### src/rtl/tsp_pkg.sv
// Shared definitions for the TSP instruction sequencer: opcodes, FSM states
// and instruction field positions.
package tsp_pkg;

    localparam int OPC_MSB = 31;
    localparam int OPC_LSB = 28;
    localparam int IMM_MSB = 15;

    typedef enum logic [3:0] {
        OP_NOP  = 4'd0,
        OP_VXM  = 4'd1,
        OP_SYNC = 4'd2,
        OP_JMP  = 4'd3,
        OP_HALT = 4'd4
    } opcode_e;

    typedef enum logic [2:0] {
        IDLE   = 3'd0,
        FETCH  = 3'd1,
        DECODE = 3'd2,
        STALL  = 3'd3,
        ISSUE  = 3'd4,
        SYNC   = 3'd5,
        DONE   = 3'd6
    } state_e;

    function automatic logic [3:0] opcode_of(input logic [31:0] instr);
        return instr[OPC_MSB:OPC_LSB];
    endfunction

endpackage

### src/rtl/tsp_instr_sequencer.sv
// Fetches instructions from the TSP instruction SRAM, issues VXM ops over a
// valid/ready handshake and executes NOP/SYNC/JMP/HALT locally.
module tsp_instr_sequencer
    import tsp_pkg::*;
#(
    parameter int IMEM_AW = 8,
    parameter int INSTR_W = 32
) (
    input  logic               clk,
    input  logic               rst_n,
    input  logic               start,
    input  logic [IMEM_AW-1:0] start_pc,
    input  logic               abort,
    output logic               imem_en,
    output logic [IMEM_AW-1:0] imem_addr,
    input  logic [INSTR_W-1:0] imem_rdata,
    output logic               issue_valid,
    output logic [INSTR_W-1:0] issue_instr,
    input  logic               issue_ready,
    input  logic               unit_idle,
    output logic               busy,
    output logic               done,
    output logic               error,
    output logic [IMEM_AW-1:0] pc
);

    state_e             r_state;
    logic [IMEM_AW-1:0] r_pc;
    logic               r_imem_en;
    logic [IMEM_AW-1:0] r_imem_addr;
    logic               r_issue_valid;
    logic [INSTR_W-1:0] r_issue_instr;
    logic               r_busy;
    logic               r_done;
    logic               r_error;
    logic [IMM_MSB:0]   r_stall_cnt;
    logic               r_abort_pend;

    logic [IMEM_AW-1:0] w_pc_inc;
    logic [3:0]         w_opcode;
    logic [IMM_MSB:0]   w_imm;
    logic [IMEM_AW-1:0] w_jmp_target;

    assign w_pc_inc     = r_pc + IMEM_AW'(1);
    assign w_opcode     = opcode_of(imem_rdata[31:0]);
    assign w_imm        = imem_rdata[IMM_MSB:0];
    assign w_jmp_target = imem_rdata[IMEM_AW-1:0];

    // imem_en and done are one-cycle strobes: they default low every cycle and
    // are raised only on the transition into FETCH or DONE respectively.
    always_ff @(posedge clk or negedge rst_n) begin
        if (!rst_n) begin
            r_state       <= IDLE;
            r_pc          <= '0;
            r_imem_en     <= 1'b0;
            r_imem_addr   <= '0;
            r_issue_valid <= 1'b0;
            r_issue_instr <= '0;
            r_busy        <= 1'b0;
            r_done        <= 1'b0;
            r_error       <= 1'b0;
            r_stall_cnt   <= '0;
            r_abort_pend  <= 1'b0;
        end else begin
            r_imem_en <= 1'b0;
            r_done    <= 1'b0;
            case (r_state)
                IDLE: begin
                    if (start) begin
                        r_pc        <= start_pc;
                        r_error     <= 1'b0;
                        r_busy      <= 1'b1;
                        r_imem_en   <= 1'b1;
                        r_imem_addr <= start_pc;
                        r_state     <= FETCH;
                    end
                end
                FETCH: begin
                    if (abort) begin
                        r_done  <= 1'b1;
                        r_state <= DONE;
                    end else begin
                        r_state <= DECODE;
                    end
                end
                DECODE: begin
                    if (abort) begin
                        r_done  <= 1'b1;
                        r_state <= DONE;
                    end else begin
                        case (w_opcode)
                            OP_NOP: begin
                                if (w_imm == '0) begin
                                    r_pc        <= w_pc_inc;
                                    r_imem_en   <= 1'b1;
                                    r_imem_addr <= w_pc_inc;
                                    r_state     <= FETCH;
                                end else begin
                                    r_stall_cnt <= w_imm;
                                    r_state     <= STALL;
                                end
                            end
                            OP_VXM: begin
                                r_issue_instr <= imem_rdata;
                                r_issue_valid <= 1'b1;
                                r_abort_pend  <= 1'b0;
                                r_state       <= ISSUE;
                            end
                            OP_SYNC: begin
                                r_state <= SYNC;
                            end
                            OP_JMP: begin
                                r_pc        <= w_jmp_target;
                                r_imem_en   <= 1'b1;
                                r_imem_addr <= w_jmp_target;
                                r_state     <= FETCH;
                            end
                            OP_HALT: begin
                                r_done  <= 1'b1;
                                r_state <= DONE;
                            end
                            default: begin
                                r_error <= 1'b1;
                                r_done  <= 1'b1;
                                r_state <= DONE;
                            end
                        endcase
                    end
                end
                STALL: begin
                    r_stall_cnt <= r_stall_cnt - 1'b1;
                    if (abort) begin
                        r_done  <= 1'b1;
                        r_state <= DONE;
                    end else if (r_stall_cnt == 16'd1) begin
                        r_pc        <= w_pc_inc;
                        r_imem_en   <= 1'b1;
                        r_imem_addr <= w_pc_inc;
                        r_state     <= FETCH;
                    end
                end
                ISSUE: begin
                    // An abort seen while stalled on ready is remembered and
                    // honoured once the handshake finally completes.
                    if (issue_ready) begin
                        r_issue_valid <= 1'b0;
                        if (abort || r_abort_pend) begin
                            r_done  <= 1'b1;
                            r_state <= DONE;
                        end else begin
                            r_pc        <= w_pc_inc;
                            r_imem_en   <= 1'b1;
                            r_imem_addr <= w_pc_inc;
                            r_state     <= FETCH;
                        end
                    end else if (abort) begin
                        r_abort_pend <= 1'b1;
                    end
                end
                SYNC: begin
                    if (abort) begin
                        r_done  <= 1'b1;
                        r_state <= DONE;
                    end else if (unit_idle) begin
                        r_pc        <= w_pc_inc;
                        r_imem_en   <= 1'b1;
                        r_imem_addr <= w_pc_inc;
                        r_state     <= FETCH;
                    end
                end
                DONE: begin
                    r_busy       <= 1'b0;
                    r_abort_pend <= 1'b0;
                    r_state      <= IDLE;
                end
                default: begin
                    r_busy  <= 1'b0;
                    r_state <= IDLE;
                end
            endcase
        end
    end

    assign imem_en     = r_imem_en;
    assign imem_addr   = r_imem_addr;
    assign issue_valid = r_issue_valid;
    assign issue_instr = r_issue_instr;
    assign busy        = r_busy;
    assign done        = r_done;
    assign error       = r_error;
    assign pc          = r_pc;

endmodule

### config.mk
export PLATFORM = sky130hd
export DESIGN_NAME = tsp_instr_sequencer
export DESIGN_NICKNAME = d
export VERILOG_FILES = /design/src/rtl/tsp_pkg.sv /design/src/rtl/tsp_instr_sequencer.sv
export SDC_FILE = /design/constraint.sdc
export NUM_CORES = 1
export LEC_CHECK = 0
export ABC_AREA = 1
export BUFFER_PORTS_ARGS = -buffer_cell sky130_fd_sc_hd__buf_2
export CAP_MARGIN = 15
export CORE_ASPECT_RATIO = 1.75
export CORE_MARGIN = 8
export CORE_UTILIZATION = 45
export DETAILED_ROUTE_END_ITERATION = 6
export GPL_ROUTABILITY_DRIVEN = 0
export PLACE_DENSITY = 0.75
export SETUP_SLACK_MARGIN = 0.05
export SLEW_MARGIN = 20
export SYNTH_ARGS = -nofsm -noshare
export SYNTH_HDL_FRONTEND = slang
export SYNTH_SLANG_ARGS = --single-unit
### constraint.sdc
create_clock -name clk -period 4.7 [get_ports clk]
set_clock_uncertainty 0.2 [all_clocks]
set_input_delay 0.47 -clock clk [delete_from_list [all_inputs] [get_ports clk]]
set_output_delay 0.47 -clock clk [all_outputs]
set_load 0.01 [all_outputs]
; Yosys cells after proc, flatten, opt, wreduce, memory -nomap -nowiden
; Cells that the tools add are included.
[word_totals]
register_bits = 65
word_cells = 123
[classes]
n_addsub = 2
n_eq_ne = 29
muxes = 59
n_bitwise = 2
n_reduce_logical = 21
[ops]
columns = operator, count
row1 = two-way mux 8 bit, 9
row2 = two-way mux 16 bit, 3
row3 = one-hot mux 8 bit (5 select lines), 1
row4 = one-hot mux 16 bit (2 select lines), 1
row5 = != test 2 bit (second input constant), 14
row6 = two-way mux 3 bit, 9
row7 = two-way mux 1 bit, 25
row8 = one-hot mux 3 bit (6 select lines), 1
row9 = equality test 16 x 1 -> 1 bit (second input constant), 1
row10 = zero test 16 bit, 1
row11 = one-hot mux 8 bit (2 select lines), 1
row12 = AND reduction 4 bit, 4
row13 = subtractor 16 x 1 -> 16 bit (second input constant), 1
row14 = != test 3 bit (second input constant), 4
row15 = one-hot mux 3 bit (4 select lines), 1
row16 = AND reduction 11 bit, 1
row17 = OR reduction 5 bit, 2
row18 = equality test 3 bit (second input constant), 3
row19 = adder 8 x 1 -> 8 bit (second input constant), 1
row20 = equality test 4 x 2 -> 1 bit (second input constant), 2
row21 = one-hot mux 1 bit (2 select lines), 4
row22 = equality test 3 x 2 -> 1 bit (second input constant), 2
row23 = one-hot mux 1 bit (3 select lines), 2
row24 = nonzero test 2 bit, 3
row25 = other kinds (16), 17

; Depth between registers and ports, before layout
[depth]
word_depth = 5
ltp_mapped = 11
mapped_depth_nobuf = 11

; Worst setup path after synthesis
; OpenSTA, ideal clock, no wires.
[synth_timing]
path_kind = input port to flip-flop
startpoint = input port abort
endpoint = register r_imem_addr[0] (netlist: imem_addr[0])
setup_time_ns = 0.121
arrival_ns = 1.398
required_time_ns = 4.379
slack_ns = 2.981
path_stages = 9
n_path_buf = 1
path_cell_list = buf_2 inv_2 nand2_1 nand3_2 nand3_1 nor2_2 nand2_4 o21bai_1 nand2_1
[synth_via]
elab_chain_cells = 3
[synth_lines]
columns = item, line_no
row1 = start: declaration, tsp_instr_sequencer.sv:13  ; input logic abort,
row2 = logical OR 1 bit, tsp_instr_sequencer.sv:147  ; if (abort || r_abort_pend) begin
row3 = != test 2 bit (no source line), n/a
row4 = AND reduction 11 bit (no source line) *, n/a
row5 = end signal: assignment, tsp_instr_sequencer.sv:138  ; r_imem_addr <= w_pc_inc;
row6 = end signal: assignment, tsp_instr_sequencer.sv:153  ; r_imem_addr <= w_pc_inc;
row7 = end signal: assignment, tsp_instr_sequencer.sv:167  ; r_imem_addr <= w_pc_inc;
row8 = end: declaration, tsp_instr_sequencer.sv:30  ; logic [IMEM_AW-1:0] r_imem_addr;
; Mark *: on every way between the ends. The rest lies on a longest branch, timed or not.
; A chain may end at the register's enable or synchronous reset.

; Final worst setup path
[layout_timing]
startpoint = register r_state[2]
endpoint = register r_issue_instr[7] (netlist: issue_instr[7])
[layout_via]
elab_chain_cells = 2
[layout_lines]
columns = item, line_no
row1 = start: declaration, tsp_instr_sequencer.sv:27  ; state_e r_state;
row2 = start signal: assignment, tsp_instr_sequencer.sv:53  ; r_state <= IDLE;
row3 = start signal: assignment, tsp_instr_sequencer.sv:75  ; r_state <= FETCH;
row4 = start signal: assignment, tsp_instr_sequencer.sv:81  ; r_state <= DONE;
row5 = equality test 3 x 2 -> 1 bit, tsp_instr_sequencer.sv:67  ; case (r_state)
row6 = AND reduction 3 bit (no source line), n/a
row7 = end signal: assignment, tsp_instr_sequencer.sv:104  ; r_issue_instr <= imem_rdata;
row8 = end: declaration, tsp_instr_sequencer.sv:32  ; logic [INSTR_W-1:0] r_issue_instr;
; No other way between the ends.

==> qor.txt <==
vias per cell: 5.034
clock latency on the worst-skew pair: 0.33 ns
Starting Density: 46.41%
Final Slew Violations: 0
CTS tree: built
final instance area: 4851 um2
Max Cap Viol: 0
Peak VDD IR: 0.0002704 V
syn_nets: 629
Post-CTS Setup Repair Bufs: 0
warnings from Yosys: 0
final cycle utilization of the critical path: 55.97%
crit-path cells: inv_2 > nand2_4 > nor2_8 > nand2_2 > nor2_4 > inv_2 > nand2_1 > o21ai_1
I/O pins: 99
area of the multi-input gates: 2012 um2
Pwr Density: 635.8 nW/um2
Total GRT Usage: 18.27%
share of layout cells above drive strength 1: 21.58%
synth-to-layout area growth: 20.55%
Critical Setup Path Class: register to register
largest net degree at the start of global routing: 50
worst min path class: input port to register
nets: 718
Yosys top cell area share: 40.42%
Final TNS setup: 0 ns
RSZ-0062 raised after global routing: false
worst slack, placed: 2.104 ns
DRT iter0 DRCs: 272
TritonCTS Buffers: 9
Chip Height: 141.1 um
CP startpoint kind: register
Remaining Overflow, GRT: 0
Post-synth EDFFs: 0
clock sinks: 65
cell count after synthesis: 578
Final min period: 2.631 ns
synthesized area: 4024 um2
CTS H-tree depth: 3
Die ar.: 12340 um2
initial antenna violation count: 0
Final WS setup: 2.069 ns
drt pass-1 iters: 5
Distinct cells, synth: 34
post-DR wirelength/cell: 14.04 um
asr flop ratio synth: 100.0%
Synth Area per Inst: 6.962 um2
Main synth FF type: dfrtp_1
DRC: 0
die width: 87.48 um
post-synthesis sequential area ratio: 40.42%
commonest cells in the netlist: nand2_1 (233), dfrtp_1 (65), inv_1 (53)
vias in the first global route: 3986
cell mode on critical path: inv_2
worst slew pin tran: 0.6205 ns
Port Buf Inserts: 98
FMAX: 380.1 MHz
final core utilization: 55.95%
Max stage delay on crit path: 0.58 ns
DR vias: 3972
arrival time at the worst endpoint: 2.63 ns
crit-path max FO: 36
Fill cells: 876
Yosys top cell by area: dfrtp_1
slowest CP cell: dfrtp_1
Diodes inserted: 0
P_leak: 2.768 nW
Antenna Nets Post-Route: 0
number of synthesized register bits: 65
Crit path required time: 4.69 ns
clk buf depth: 2
global-route wire length before repair: 17950 um
root buf cell: clkbuf_16
status: complete, no violations
Placement Cell Area: 4513 um2
DP HPWL: 8418 um
register area: 1627 um2
final hold violations: 0
Slew headroom: 58.64%
Worst Setup End Kind: register
top cells by area, synth: dfrtp_1 (40%), nand2_1 (22%), nand3_1 (6.5%), inv_1 (4.9%), nor2_1 (4.9%)
Site Rows: 45
final setup violating endpoints: 0
most common cell in the netlist: nand2_1
Post-Route WL: 11080 um
core box area: 8671 um2
clock-pin slew on the worst setup and hold paths: 0.06 ns
-- cell type report --
cell class	instances	area share [%]
multi-input cells	431	41.48
flip-flops and latches	65	33.53
repair buffers	100	10.47
inverters	60	4.746
clock buffers	9	4.643
well taps	117	3.018
clock inverters	7	2.115
-- worst paths after layout --
kind,startpoint,end,slack (ns),cells after the start
max,r_state[2],issue_instr[7],2.07,8
min,imem_rdata[17],issue_instr[17],0.14,3
max reg2reg,r_state[2],issue_instr[7],2.07,8
min reg2reg,issue_instr[20],issue_instr[20],0.26,2
max in group asynchronous,rst_n,issue_instr[19],2.95,3
min in group asynchronous,rst_n,error,0.39,2
-- power breakdown --
part | switching [W] | internal, W
clock network | 0.000259 | 0.000470
logic | 0.000863 | 0.000494
registers | 0.000218 | 0.000780
-- sequential cells by signal, indices dropped and copies added (netlist names) --
name and cells:
r_state 3, busy 1, issue_valid 1, r_stall_cnt 16, imem_addr 8, error 1, imem_en 1, issue_instr 32
r_abort_pend 1, done 1
-- per-stage QoR --
stage | cells | total power, W | hold WS (ns)
3_3_place_gp | 772 | 0.002312 | 0.2123
6_report | 789 | 0.003084 | 0.1402
4_1_cts | 789 | 0.003103 | 0.1365
3_5_place_dp | 772 | 0.002354 | 0.2200
2_1_floorplan | 578 | 0.001979 | -0.02559
5_1_grt | 789 | 0.003327 | 0.1395
-- critical path, delay by kind of cell (launching register included) --
| kind | cells | cell delay [ns] |
|---|---|---|
| AO/OA/AOI/OAI | 1 | 0.08 |
| buffers and inverters | 2 | 0.61 |
| flip-flops | 1 | 0.58 |
| AND/OR/NAND/NOR | 5 | 1.00 |
-- repair_timing --
item / in CTS / in global routing
hold buffers: 1 / 0
gates resized for setup: 0 / 0
hold endpoints to repair: 16 / 0
-- layer usage --
layer | global-route usage (%) | part of all wire (%) | vias up
met5 | 0 | 0 | -
met4 | 10.95 | 3.4 | 0
met3 | 3.318 | 5.7 | 27
met2 | 33.15 | 53 | 128
met1 | 18.50 | 37 | 1838
li1 | - | - | 1979
-- cells in the final DEF, fill, tap and decap left out, types with 2 or more instances in the layout --
cell,netlist,routed
a21oi_1,3,3
buf_2,7,98
bufinv_16,0,2
clkbuf_16,0,9
clkinv_4,1,3
dfrtp_1,65,65
ha_1,5,5
inv_1,53,53
inv_2,5,5
nand2_1,233,233
nand2_2,5,5
nand2_4,4,4
nand3_1,52,52
nand3_2,4,4
nand4_1,6,6
nor2_1,52,52
nor2_2,4,4
nor2_4,3,3
nor2_8,2,2
o21ai_0,25,25
o21ai_1,9,9
o21bai_1,8,8
or2_2,2,2
xor2_1,6,6
-- logic make-up after synthesis --
family                     synth area share (%)
AOI/OAI and AO/OA                         6.997
xor gates and xnor gates                  1.306
adders and majority gates                 1.555
buffers and inverters                     9.577
DFF                                       40.42
and+or+nand+nor                           40.14
Power figures use the tool's default switching activity.
